**src/rtl/instr_fetch_unit.sv**
```systemverilog
// ----------------------------------------------------------------------------
// instr_fetch_unit
//
// Fetch stage in front of main_decoder. Owns the PC and issues word reads to
// instruction memory, with at most one read outstanding. Returned words go into
// a 2-entry FIFO, and the FIFO head is presented to decode as {pc, instr, op}.
// A branch/jump redirect flushes the buffered words and any in-flight word.
//
// Optional feature (compile-time macro):
//   ILLEGAL_OP_CHECK_EN - when defined, instr_illegal flags a valid head whose
//                         opcode is outside {lw, sw, R-type, beq, addi}.
//                         When undefined, instr_illegal is tied 0.
//
// Parameters:
//   XLEN     - PC / address / instruction width
//   RESET_PC - PC loaded on reset
//   PC_STEP  - byte increment per sequential fetch
//
// Ports:
//   clk, reset       - rising-edge clock, asynchronous active-high reset
//   imem_req_*       - request channel (valid/ready, word-aligned address)
//   imem_rsp_*       - in-order response channel (valid only, no backpressure)
//   redirect_*       - taken branch/jump target from execute
//   instr_valid/ready- handshake with decode on the FIFO head
//   instr_data/pc/op - FIFO head word, its PC, and its opcode field
//   instr_illegal    - head opcode unsupported (feature-dependent)
// ----------------------------------------------------------------------------
module instr_fetch_unit #(
    parameter int              XLEN     = 32,
    parameter logic [XLEN-1:0] RESET_PC = '0,
    parameter int              PC_STEP  = 4
) (
    input  logic            clk,
    input  logic            reset,
    output logic            imem_req_valid,
    input  logic            imem_req_ready,
    output logic [XLEN-1:0] imem_req_addr,
    input  logic            imem_rsp_valid,
    input  logic [XLEN-1:0] imem_rsp_data,
    input  logic            redirect_valid,
    input  logic [XLEN-1:0] redirect_pc,
    output logic            instr_valid,
    input  logic            instr_ready,
    output logic [XLEN-1:0] instr_data,
    output logic [XLEN-1:0] instr_pc,
    output logic [6:0]      instr_op,
    output logic            instr_illegal
);

    typedef enum logic {
        S_IDLE = 1'b0,
        S_WAIT = 1'b1
    } state_t;

    localparam logic [XLEN-1:0] STEP       = XLEN'(PC_STEP);
    localparam logic [XLEN-1:0] ALIGN_MASK = ~XLEN'(3);

    state_t          state_q;
    logic [XLEN-1:0] pc_q;
    logic [XLEN-1:0] fetch_pc_q;   // address of the outstanding request
    logic            drop_q;       // outstanding response belongs to a flushed path
    logic            req_valid_q;

    logic [XLEN-1:0] fifo_data_q [2];
    logic [XLEN-1:0] fifo_pc_q   [2];
    logic            rd_ptr_q;
    logic            wr_ptr_q;
    logic [1:0]      count_q;

    logic            accept;
    logic            push;
    logic            pop;
    logic [1:0]      count_d;

    // A redirect withdraws the pending request and hides the head in the same
    // cycle, so neither an accept nor a pop can slip through on the old path.
    assign imem_req_valid = req_valid_q && !redirect_valid;
    assign imem_req_addr  = pc_q & ALIGN_MASK;
    assign instr_valid    = (count_q != 2'd0) && !redirect_valid;
    assign instr_data     = fifo_data_q[rd_ptr_q];
    assign instr_pc       = fifo_pc_q[rd_ptr_q];
    assign instr_op       = instr_data[6:0];

    always_comb begin
        accept  = imem_req_valid && imem_req_ready;
        push    = (state_q == S_WAIT) && imem_rsp_valid && !drop_q && !redirect_valid;
        pop     = instr_valid && instr_ready;
        count_d = count_q + 2'(push) - 2'(pop);
    end

    always_ff @(posedge clk or posedge reset) begin
        if (reset) begin
            state_q     <= S_IDLE;
            pc_q        <= RESET_PC;
            fetch_pc_q  <= '0;
            drop_q      <= 1'b0;
            req_valid_q <= 1'b0;
            rd_ptr_q    <= 1'b0;
            wr_ptr_q    <= 1'b0;
            count_q     <= 2'd0;
            for (int i = 0; i < 2; i++) begin
                fifo_data_q[i] <= '0;
                fifo_pc_q[i]   <= '0;
            end
        end else if (redirect_valid) begin
            pc_q     <= redirect_pc & ALIGN_MASK;
            rd_ptr_q <= 1'b0;
            wr_ptr_q <= 1'b0;
            count_q  <= 2'd0;
            if (state_q == S_WAIT && !imem_rsp_valid) begin
                // Old-path response still owed by memory: swallow it when it
                // arrives, then fetch from the new PC.
                drop_q      <= 1'b1;
                req_valid_q <= 1'b0;
            end else begin
                // Idle, or the owed response arrives now and is discarded.
                state_q     <= S_IDLE;
                drop_q      <= 1'b0;
                req_valid_q <= 1'b1;
            end
        end else begin
            case (state_q)
                S_IDLE: begin
                    if (accept) begin
                        state_q     <= S_WAIT;
                        pc_q        <= pc_q + STEP;
                        fetch_pc_q  <= imem_req_addr;
                        req_valid_q <= 1'b0;
                    end else begin
                        // Only issue when a FIFO slot is free; that reservation
                        // is what keeps the later push from overflowing.
                        req_valid_q <= (count_d != 2'd2);
                    end
                end
                S_WAIT: begin
                    if (imem_rsp_valid) begin
                        state_q     <= S_IDLE;
                        drop_q      <= 1'b0;
                        req_valid_q <= (count_d != 2'd2);
                    end
                end
                default: begin
                    state_q     <= S_IDLE;
                    req_valid_q <= 1'b0;
                end
            endcase

            if (push) begin
                fifo_data_q[wr_ptr_q] <= imem_rsp_data;
                fifo_pc_q[wr_ptr_q]   <= fetch_pc_q;
                wr_ptr_q              <= ~wr_ptr_q;
            end
            if (pop) begin
                rd_ptr_q <= ~rd_ptr_q;
            end
            count_q <= count_d;
        end
    end

`ifdef ILLEGAL_OP_CHECK_EN
    logic op_legal;

    always_comb begin
        op_legal = 1'b0;
        case (instr_op)
            7'b0000011,          // lw
            7'b0100011,          // sw
            7'b0110011,          // R-type
            7'b1100011,          // beq
            7'b0010011: op_legal = 1'b1;  // addi
            default:    op_legal = 1'b0;
        endcase
    end

    // Flag only; fetch keeps going and decode/trap decides what to do.
    assign instr_illegal = instr_valid && !op_legal;
`else
    assign instr_illegal = 1'b0;
`endif

endmodule

```
**config.mk**
```make
export PLATFORM = sky130hd
export DESIGN_NAME = instr_fetch_unit
export DESIGN_NICKNAME = d
export VERILOG_FILES = /design/src/rtl/instr_fetch_unit.sv
export SDC_FILE = /design/constraint.sdc
export NUM_CORES = 1
export LEC_CHECK = 0
export ABC_AREA = 0
export CORE_MARGIN = 10
export CORE_UTILIZATION = 56
export DETAILED_ROUTE_END_ITERATION = 8
export PLACE_DENSITY_LB_ADDON = 0.25
export SYNTH_ARGS = -nofsm -noshare
export SYNTH_HDL_FRONTEND = slang
export SYNTH_SLANG_ARGS = --single-unit
export TNS_END_PERCENT = 20
```
**constraint.sdc**
```tcl
create_clock -name clk -period 19.3 [get_ports clk]
set_input_delay 4.825 -clock clk [delete_from_list [all_inputs] [get_ports clk]]
set_output_delay 4.825 -clock clk [all_outputs]
set_load 0.1 [all_outputs]
```
==> impl_metrics.env, run 1 <==
export IMPL_gp_congestion=0.881
export IMPL_timing_critical_path_from_type="primary input"
export IMPL_report_final_slew_viol_count=0
export IMPL_post_synth_main_area_contributors="sky130_fd_sc_hd__dfrtp_1 (55%), sky130_fd_sc_hd__mux2_2 (28%), sky130_fd_sc_hd__nand2_1 (1.7%)"
export IMPL_area_delta_synth_final_pct=26.8
export IMPL_synth_seq_area_share_pct=54.6
export IMPL_grt_max_degree=131
export IMPL_required_time_at_the_worst_slack_endpoint_ps=14480
export IMPL_io_buffers=168
export IMPL_syn_mean_instance_area_um2=13.1
export IMPL_yosysTopAreaCellShare_pct=54.6
export IMPL_cts_repair_resize_count=0
export IMPL_cts_hold_buffers_added=0
export IMPL_antenna_violating_nets_post_route=0
export IMPL_leakagePower_nw=4.77
export IMPL_detailedRoute_firstIterationViolations=377
export IMPL_ys_async_sr_fraction_pct=100
export IMPL_finish_net_count=889
export IMPL_dr_pass1_iters=6
export IMPL_finalHoldViolCount=0
export IMPL_peakVddDrop_uv=133
export IMPL_final_min_clock_period_ps=11730
export IMPL_layout_common_cells="sky130_fd_sc_hd__mux2_2 (215), sky130_fd_sc_hd__dfrtp_1 (190), sky130_fd_sc_hd__clkdlybuf4s50_1 (168), sky130_fd_sc_hd__nand2_1 (39), sky130_fd_sc_hd__nor2_1 (22)"
export IMPL_endpoint_kind="output pin"
export IMPL_cp_cell_sequence="clkdlybuf4s50_1 > buf_4 > nor2_1 > clkdlybuf4s50_1"
export IMPL_initial_core_util_pct=57.4
export IMPL_synth_ff_type="sky130_fd_sc_hd__dfrtp_1"
export IMPL_power_share_sequential_pct=30.4
export IMPL_ys_types=53
export IMPL_switching_share_pct=48.8
export IMPL_clk_pin_slew_ps=60
export IMPL_p_per_area_nw_per_um2=176
export IMPL_cp_depth=4
export IMPL_regToRegEndpoint="pc_q[30]"
export IMPL_number_of_antenna_violations_at_the_first_check_in_global_routing=0
export IMPL_worst_skew_pair_late_latency_ps=430
export IMPL_synth_cells=670
export IMPL_max_cap_viol_count=0
export IMPL_mostFrequentLayoutCell="sky130_fd_sc_hd__mux2_2"
export IMPL_cts_buffer_depth=2
export IMPL_fin_worst_skew_ps=8.96
export IMPL_combinationalPowerShare_pct=51.8
export IMPL_worstHoldPathCells=1
export IMPL_critical_path_slowest_cell="sky130_fd_sc_hd__clkdlybuf4s50_1"
export IMPL_final_critical_path_setup_slack_ps=7570
export IMPL_clock_power_share_pct=17.8
export IMPL_critPathArrivalTime_ps=6910
export IMPL_timing_critical_path_fanout_max=53
export IMPL_num_fill_cells=1045
export IMPL_dp_hpwl_um=14500
export IMPL_ys_ff_latch=191
export IMPL_slowest_delay_ps=1160
export IMPL_crit_path_frequent_cell="sky130_fd_sc_hd__clkdlybuf4s50_1"
export IMPL_worst_r2r_path_depth=5
export IMPL_coreArea_um2=15300
export IMPL_cts_max_level=4
export IMPL_placement_rows=45
export IMPL_crit_path_start="redirect_valid"
export IMPL_die_width_um=145
export IMPL_worst_min_delay_path_category="reg -> reg"
export IMPL_grt_pass1_wl_um=35400
export IMPL_route_detailed_drc=0
export IMPL_reg_to_reg_critical_path_startpoint="pc_q[2]"
export IMPL_die_area_um2=21000
export IMPL_worst_path_buf_inv=3
export IMPL_synth_edf_count=0
export IMPL_unrepaired_setup_endpoints_after_global_routing="no"
export IMPL_num_vias=6016
export IMPL_yosys_area_top_type="sky130_fd_sc_hd__dfrtp_1"
export IMPL_worst_setup_path_type="in -> out"
export IMPL_die_h_um=145
export IMPL_area_occupied_by_registers_um2=4780
export IMPL_drive_gt1_share_pct=32.1
export IMPL_grt_util_all_layers_pct=20.6
export IMPL_top_level_pins=176
export IMPL_synth_yosys_warnings=0
export IMPL_synth_cell_area_um2=8760
export IMPL_tritoncts_clock_tree="done"
export IMPL_reg2reg_setup_slack_ps=16660
export IMPL_post_route_total_power_mw=1.95
export IMPL_dp_worst_setup_slack_ps=7570
export IMPL_cts_root_buf="sky130_fd_sc_hd__clkbuf_16"
export IMPL_max_freq_mhz=85.2
export IMPL_power_switching_uw=953
export IMPL_critical_path_top_delay_family="buffers and inverters"
export IMPL_capture_point_of_the_worst_path="instr_valid"
export IMPL_grt_pass1_vias=6575
export IMPL_routed_via_density=5.79
export IMPL_dr_wl_cell_um=20.6
export IMPL_cts_buffers=17
export IMPL_final_setup_viol_count=0
export IMPL_multi_input_area_um2=3720
export IMPL_finalCritPeriodShare_pct=60.8
export IMPL_worst_slew_pin_slew_ps=1050
export IMPL_finalWirelength_um=21400
export IMPL_run_status="completed"
export IMPL_antenna_diode_count=0
export IMPL_p_int_mw=1.00
export IMPL_clkSinkCount=191
export IMPL_worst_slew_margin_rel_pct=29.5
export IMPL_post_cts_setup_buffers=0
export IMPL_grt_overflow_total=0
export IMPL_finalSetupTns_ps=0
[state kept, by name, indices dropped and copies added, names as in the netlist, 2 cells and up]
register / flops
fetch_pc_q: 30
pc_q: 30
count_q: 2
fifo_data_q: 64
fifo_pc_q: 60
[worst min path at each step]
stage	start	endpoint	slack (ps)
after floorplan	fifo_data_q[0]	fifo_data_q[0]	470
after global placement	fifo_data_q[7]	fifo_data_q[7]	480
after detailed placement	fifo_pc_q[20]	fifo_pc_q[20]	490
after CTS	fifo_data_q[31]	fifo_data_q[31]	500
after global routing	fifo_data_q[43]	fifo_data_q[43]	520
final	fifo_data_q[35]	fifo_data_q[35]	500
[through the flow]
stage | hold WS [ps] | cell area (um^2) | instances | utilization (%)
after floorplan | 474 | 8770 | 674 | -
after global placement | 481 | 10500 | 1008 | 69.0
after detailed placement | 487 | 10500 | 1008 | 69.0
after CTS | 504 | 11100 | 1039 | 72.8
after global routing | 520 | 11100 | 1039 | 72.8
final | 501 | 11100 | 1039 | 72.8
[layer usage]
| layer | routed length (um) | share of wire (%) | GRT usage, % |
|---|---|---|---|
| met2 | 10600 | 49 | 34.6 |
| met5 | 0 | 0 | 0 |
| met1 | 8870 | 41 | 24.7 |
| met3 | 1590 | 7.4 | 6.18 |
| met4 | 405 | 1.9 | 6.49 |
[cell families (layout without fill, tap and decap cells)]
group                    after synthesis  in the layout  share of synthesized area [%]
AO/OA/AOI/OAI                         49             49                           3.66
XOR/XNOR                              14             14                           1.40
adder cells (fa/ha/maj)                3              3                          0.429
buffers and inverters                 58            212                           3.50
flip-flops                           191            191                           54.6
multiplexers                         216            216                           27.8
other                                  1              5                         0.0428
AND/OR/NAND/NOR                      138            138                           8.62
[cell usage after synthesis, drive strengths merged, types with 5 or more instances]
cell type	n
clkbuf	23
and4	6
dfrtp	191
buf	27
o21ai	17
nand3	13
xor2	5
inv	7
nand2	39
nor2	23
mux2	215
a31oi	9
nand4	16
xnor2	9
or4	13
o31ai	7
[power by group through the flow]
stage / clock network, mW / logic [mW] / registers [mW]
after floorplan: 0 / 0.777 / 0.616
after global placement: 0 / 1.00 / 0.588
after detailed placement: 0 / 1.02 / 0.601
after CTS: 0.352 / 1.02 / 0.595
after global routing: 0.369 / 1.05 / 0.611
final: 0.347 / 1.01 / 0.594
[cell type report]
class / instances / share of cell area [%]
Inverter: 8 / 0.338
Clock buffer: 22 / 4.27
Clock inverter: 9 / 0.980
Sequential cell: 191 / 43.1
Multi-Input combinational cell: 425 / 33.5
Tap cell: 211 / 2.38
Timing Repair Buffer: 173 / 15.5
Power figures use the tool's default switching activity.
==> inputs of run 2 (changes only) <==
--- a/config.mk
+++ b/config.mk
@@ -7,7 +7,7 @@
 export LEC_CHECK = 0
 export ABC_AREA = 0
 export CORE_MARGIN = 10
-export CORE_UTILIZATION = 56
+export CORE_UTILIZATION = 52
 export DETAILED_ROUTE_END_ITERATION = 8
 export PLACE_DENSITY_LB_ADDON = 0.25
 export SYNTH_ARGS = -nofsm -noshare
==> constraint.sdc (replaced) <==
create_clock -name clk -period 10.9 [get_ports clk]
set_input_delay 2.725 -clock clk [delete_from_list [all_inputs] [get_ports clk]]
set_output_delay 2.725 -clock clk [all_outputs]
set_load 0.1 [all_outputs]
==> run 2 against run 1 <==
Against the previous run: combinational power up 77%; via count is 0.15% lower; die area up 6.6%; largest power group unchanged; first-iteration DRC count is 13% lower; sequential share of layout area fell by 0.10 points; global-route usage down 1.4 points; design area grew 0.24%; wire length down 0.14%; flip-flop and latch count did not move; critical path depth unchanged; register-to-register slack got worse by 8400 ps; hold slack about the same.
==> impl_metrics.env, run 2 (synthesized netlist as in run 1, its figures left out) <==
export IMPL_cts_repair_resize_count=0
export IMPL_final_critical_path_setup_slack_ps=3390
export IMPL_run_status="completed"
export IMPL_grt_pass1_wl_um=34200
export IMPL_post_place_cells=1017
export IMPL_area_delta_synth_final_pct=27.1
export IMPL_p_per_area_nw_per_um2=311
export IMPL_top_level_pins=176
export IMPL_antenna_violating_nets_post_route=0
export IMPL_cts_root_buf="sky130_fd_sc_hd__clkbuf_16"
export IMPL_mostFrequentLayoutCell="sky130_fd_sc_hd__mux2_2"
export IMPL_route_detailed_drc=0
export IMPL_wirelength_met1_um=8630
export IMPL_max_cap_viol_count=0
export IMPL_grt_util_all_layers_pct=19.2
export IMPL_num_vias=6007
export IMPL_detailed_routed_wire_length_on_met3_um=1800
export IMPL_final_setup_viol_count=0
export IMPL_report_final_slew_viol_count=0
export IMPL_crit_path_frequent_cell="sky130_fd_sc_hd__clkdlybuf4s50_1"
export IMPL_cts_buffer_depth=2
export IMPL_coreArea_um2=16500
export IMPL_cts_max_level=4
export IMPL_met2WireLength_um=10500
export IMPL_leakagePower_nw=4.78
export IMPL_worst_skew_pair_late_latency_ps=420
export IMPL_finish_net_count=889
export IMPL_worst_setup_path_type="in -> out"
export IMPL_dp_hpwl_um=14500
export IMPL_largest_register_ff_count=64
export IMPL_cts_buffers=17
export IMPL_peakVddDrop_uv=297
export IMPL_grt_overflow_total=0
export IMPL_max_freq_mhz=133
export IMPL_finalWirelength_um=21400
export IMPL_layoutNonFillerInstCount=1049
export IMPL_gp_congestion=0.899
export IMPL_placed_area_um2=10500
export IMPL_initial_core_util_pct=53.0
export IMPL_routed_via_density=5.73
export IMPL_endpoint_kind="output pin"
export IMPL_clkSinkCount=191
export IMPL_worst_min_delay_path_category="reg -> reg"
export IMPL_timing_critical_path_fanout_max=53
export IMPL_die_area_um2=22400
export IMPL_top_signal_layer_used="met4"
export IMPL_cts_hold_buffers_added=0
export IMPL_worst_slew_pin_slew_ps=1060
export IMPL_detailedRoute_firstIterationViolations=328
export IMPL_finalSetupTns_ps=0
export IMPL_slowest_delay_ps=1160
export IMPL_grt_max_degree=135
export IMPL_final_min_clock_period_ps=7510
export IMPL_critical_path_slowest_cell="sky130_fd_sc_hd__clkdlybuf4s50_1"
export IMPL_critPathArrivalTime_ps=4780
export IMPL_placement_rows=47
export IMPL_post_route_total_power_mw=3.46
export IMPL_layout_common_cells="sky130_fd_sc_hd__mux2_2 (215), sky130_fd_sc_hd__dfrtp_1 (190), sky130_fd_sc_hd__clkdlybuf4s50_1 (168), sky130_fd_sc_hd__nand2_1 (39), sky130_fd_sc_hd__nor2_1 (22)"
export IMPL_dr_wl_cell_um=20.4
export IMPL_drive_gt1_share_pct=32.4
export IMPL_dr_pass1_iters=5
export IMPL_dp_worst_setup_slack_ps=3390
export IMPL_io_buffers=168
export IMPL_holdWs_ps=501
export IMPL_largest_register_by_flop_count="fifo_data_q"
export IMPL_required_time_at_the_worst_slack_endpoint_ps=8180
export IMPL_cp_cell_sequence="clkdlybuf4s50_1 > buf_4 > nor2b_1 > clkdlybuf4s50_1"
export IMPL_post_cts_setup_buffers=0
export IMPL_unrepaired_setup_endpoints_after_global_routing="no"
export IMPL_tritoncts_clock_tree="done"
export IMPL_area_of_all_placed_cells_without_fillers_um2=11100
export IMPL_antenna_diode_count=0
export IMPL_finalHoldViolCount=0
export IMPL_layout_core_utilization_pct=67.4
export IMPL_grt_pass1_vias=6472
export IMPL_finalCritPeriodShare_pct=68.9
export IMPL_die_h_um=150
export IMPL_clk_pin_slew_ps=60
export IMPL_timing_critical_path_from_type="primary input"
export IMPL_worst_slew_margin_rel_pct=29.2
export IMPL_number_of_antenna_violations_at_the_first_check_in_global_routing=0
export IMPL_die_width_um=150
export IMPL_fin_worst_skew_ps=8.40
export IMPL_largestRegisters="fifo_data_q x64, fifo_pc_q x60"
run 2: worst paths after layout:
check	from	end	slack, ps	cells after the start
max	redirect_valid	imem_req_valid	3390	4
min	fifo_pc_q[50]	fifo_pc_q[50]	500	1
max reg2reg	pc_q[2]	pc_q[30]	8270	5
min reg2reg	fifo_pc_q[50]	fifo_pc_q[50]	500	1
max in group asynchronous	reset	fifo_pc_q[20]	6720	3
min in group asynchronous	reset	fifo_data_q[43]	2920	2
run 2: cell type report:
cell class,instances,area (um^2)
clock buffer,20,467
clock inverter,12,131
fill,1183,5390
inverter,8,37.5
multi-input combinational,425,3720
sequential,191,4780
tap,220,275
timing repair buffer,173,1720
run 2: worst max-delay path, delay by kind of cell:
kind                   cells  cell delay, ps
buffers and inverters      3            1830
AND/OR/NAND/NOR            1             210
run 2: routing by layer:
layer | up-vias | global-route usage, %
met5 | - | 0
met4 | 0 | 6.51
met3 | 43 | 5.95
met2 | 234 | 32.3
met1 | 3032 | 22.9
li1 | 2698 | -
run 2: power breakdown:
part	switching [mW]	internal [mW]
combinational	1.29	0.501
sequential	0.136	0.915
clock	0.266	0.357
total	1.69	1.77
==> inputs of run 3 (changes only) <==
==> constraint.sdc (replaced) <==
create_clock -name clk -period 7.2 [get_ports clk]
set_input_delay 1.8 -clock clk [delete_from_list [all_inputs] [get_ports clk]]
set_output_delay 1.8 -clock clk [all_outputs]
set_load 0.1 [all_outputs]
==> run 3 against run 2 <==
Against the previous run: worst setup slack got worse by 1400 ps; sequential share of layout area decreased by 0.19 points; total power up 54%; largest power group unchanged; count of clock-buffer cells in the layout stayed put; largest cell class unchanged; critical path type is now reg -> out.
==> impl_metrics.env, run 3 (synthesized netlist as in run 1, its figures left out) <==
export IMPL_antenna_diode_count=0
export IMPL_worst_skew_pair_late_latency_ps=420
export IMPL_antenna_violating_nets_post_route=0
export IMPL_report_final_slew_viol_count=0
export IMPL_grt_util_all_layers_pct=19.3
export IMPL_grt_pass1_wl_um=34300
export IMPL_final_setup_viol_count=0
export IMPL_number_of_antenna_violations_at_the_first_check_in_global_routing=0
export IMPL_post_route_total_power_mw=5.34
export IMPL_drive_gt1_share_pct=32.4
export IMPL_dr_pass1_iters=5
export IMPL_cts_hold_buffers_added=0
export IMPL_fin_worst_skew_ps=9.38
export IMPL_p_per_area_nw_per_um2=478
export IMPL_worst_slew_pin_slew_ps=1060
export IMPL_cts_repair_resize_count=0
export IMPL_final_critical_path_setup_slack_ps=1970
export IMPL_combinationalPowerShare_pct=50.7
export IMPL_worst_setup_path_type="reg -> out"
export IMPL_routed_via_density=5.70
export IMPL_reg_to_reg_critical_path_startpoint="state_q"
export IMPL_route_detailed_drc=0
export IMPL_finalWirelength_um=21400
export IMPL_timing_critical_path_from_type="flip-flop"
export IMPL_leakagePower_nw=4.81
export IMPL_switching_share_pct=48.0
export IMPL_finalSetupTns_ps=0
export IMPL_timing_critical_path_fanout_max=38
export IMPL_unrepaired_setup_endpoints_after_global_routing="no"
export IMPL_clock_power_share_pct=19.4
export IMPL_cts_max_level=4
export IMPL_power_share_sequential_pct=29.9
export IMPL_coreArea_um2=16500
export IMPL_worstHoldPathCells=1
export IMPL_max_cap_viol_count=0
export IMPL_die_width_um=150
export IMPL_mostFrequentLayoutCell="sky130_fd_sc_hd__mux2_2"
export IMPL_top_level_pins=176
export IMPL_clkSinkCount=191
export IMPL_post_place_cells=1017
export IMPL_power_switching_mw=2.56
export IMPL_cts_buffer_depth=2
export IMPL_area_of_all_placed_cells_without_fillers_um2=11200
export IMPL_endpoint_kind="output pin"
export IMPL_worst_min_delay_path_category="reg -> reg"
export IMPL_critPathArrivalTime_ps=3430
export IMPL_final_min_clock_period_ps=5230
export IMPL_finalCritPeriodShare_pct=72.6
export IMPL_finish_net_count=889
export IMPL_run_status="completed"
export IMPL_placement_rows=47
export IMPL_layout_common_cells="sky130_fd_sc_hd__mux2_2 (215), sky130_fd_sc_hd__dfrtp_1 (190), sky130_fd_sc_hd__clkdlybuf4s50_1 (166), sky130_fd_sc_hd__nand2_1 (39), sky130_fd_sc_hd__nor2_1 (22)"
export IMPL_initial_core_util_pct=53.0
export IMPL_clk_pin_slew_ps=70
export IMPL_die_area_um2=22400
export IMPL_reg2reg_setup_slack_ps=4440
export IMPL_peakVddDrop_uv=473
export IMPL_finalHoldViolCount=0
export IMPL_area_delta_synth_final_pct=27.7
export IMPL_num_vias=5983
export IMPL_layoutNonFillerInstCount=1049
export IMPL_p_int_mw=2.77
export IMPL_placed_area_um2=10500
export IMPL_worst_slew_margin_rel_pct=29.4
export IMPL_io_buffers=168
export IMPL_multi_input_area_um2=3720
export IMPL_grt_overflow_total=0
export IMPL_grt_max_degree=155
export IMPL_hp_start="fifo_pc_q[17]"
export IMPL_grt_pass1_vias=6476
export IMPL_post_cts_setup_buffers=0
export IMPL_regToRegEndpoint="fifo_data_q[44]"
export IMPL_dp_worst_setup_slack_ps=1830
export IMPL_layout_core_utilization_pct=67.7
export IMPL_dp_hpwl_um=14700
export IMPL_cts_buffers=17
export IMPL_tritoncts_clock_tree="done"
export IMPL_worst_r2r_path_depth=5
export IMPL_holdWs_ps=502
export IMPL_required_time_at_the_worst_slack_endpoint_ps=5400
export IMPL_gp_congestion=0.882
export IMPL_hold_path_endpoint="fifo_pc_q[17]"
export IMPL_die_h_um=150
export IMPL_num_fill_cells=1199
export IMPL_dr_wl_cell_um=20.4
export IMPL_cts_root_buf="sky130_fd_sc_hd__clkbuf_16"
export IMPL_largestRegisters="fifo_data_q x64, fifo_pc_q x60"
export IMPL_largest_register_ff_count=64
export IMPL_area_occupied_by_registers_um2=4780
export IMPL_detailedRoute_firstIterationViolations=479
export IMPL_max_freq_mhz=191
export IMPL_largest_register_by_flop_count="fifo_data_q"
-- run 3: cell count changes in the layout (fill, tap and decap cells not counted), sizes merged --
cell	change
buf	+2
clkinvlp	-3
inv	+1
clkdlybuf4s50	-2
bufinv	+3
clkinv	-1
-- run 3: layout make-up --
class                   count  share of cell area [%]
clock buffers              20                    4.00
clock inverters            12                    1.85
inverters                   8                   0.336
multi-input cells         425                    33.3
flip-flops and latches    191                    42.8
well taps                 220                    2.46
repair buffers            173                    15.3
-- run 3: how the worst max path moves through the flow --
stage	start	to	cells after the start
2_1_floorplan	reset	count_q[0]	1
5_1_grt	rd_ptr_q	instr_pc[18]	3
6_report	rd_ptr_q	instr_pc[18]	3
3_5_place_dp	redirect_valid	fifo_data_q[29]	5
3_3_place_gp	redirect_valid	fifo_data_q[19]	5
4_1_cts	rd_ptr_q	instr_pc[18]	3
-- run 3: power groups by stage --
stage,logic (mW),registers (mW),clock network [mW]
2_1_floorplan,2.08,1.65,0
3_3_place_gp,2.69,1.58,0
6_report,2.71,1.60,1.03
3_5_place_dp,2.72,1.62,0
5_1_grt,2.80,1.64,1.10
4_1_cts,2.73,1.60,1.05
-- run 3: layer usage --
metal	routed length (um)	part of all wire (%)	GRT usage, %
met3	1540	7.2	4.95
met5	0	0	0
met4	220	1.0	5.39
met2	10700	50	32.9
met1	8960	42	23.6
-- run 3: critical path: stages, from the launching register on --
cell                              delay (ps)
sky130_fd_sc_hd__dfrtp_2                1030
sky130_fd_sc_hd__buf_4                   520
sky130_fd_sc_hd__mux2_2                  240
sky130_fd_sc_hd__clkdlybuf4s50_1        1180
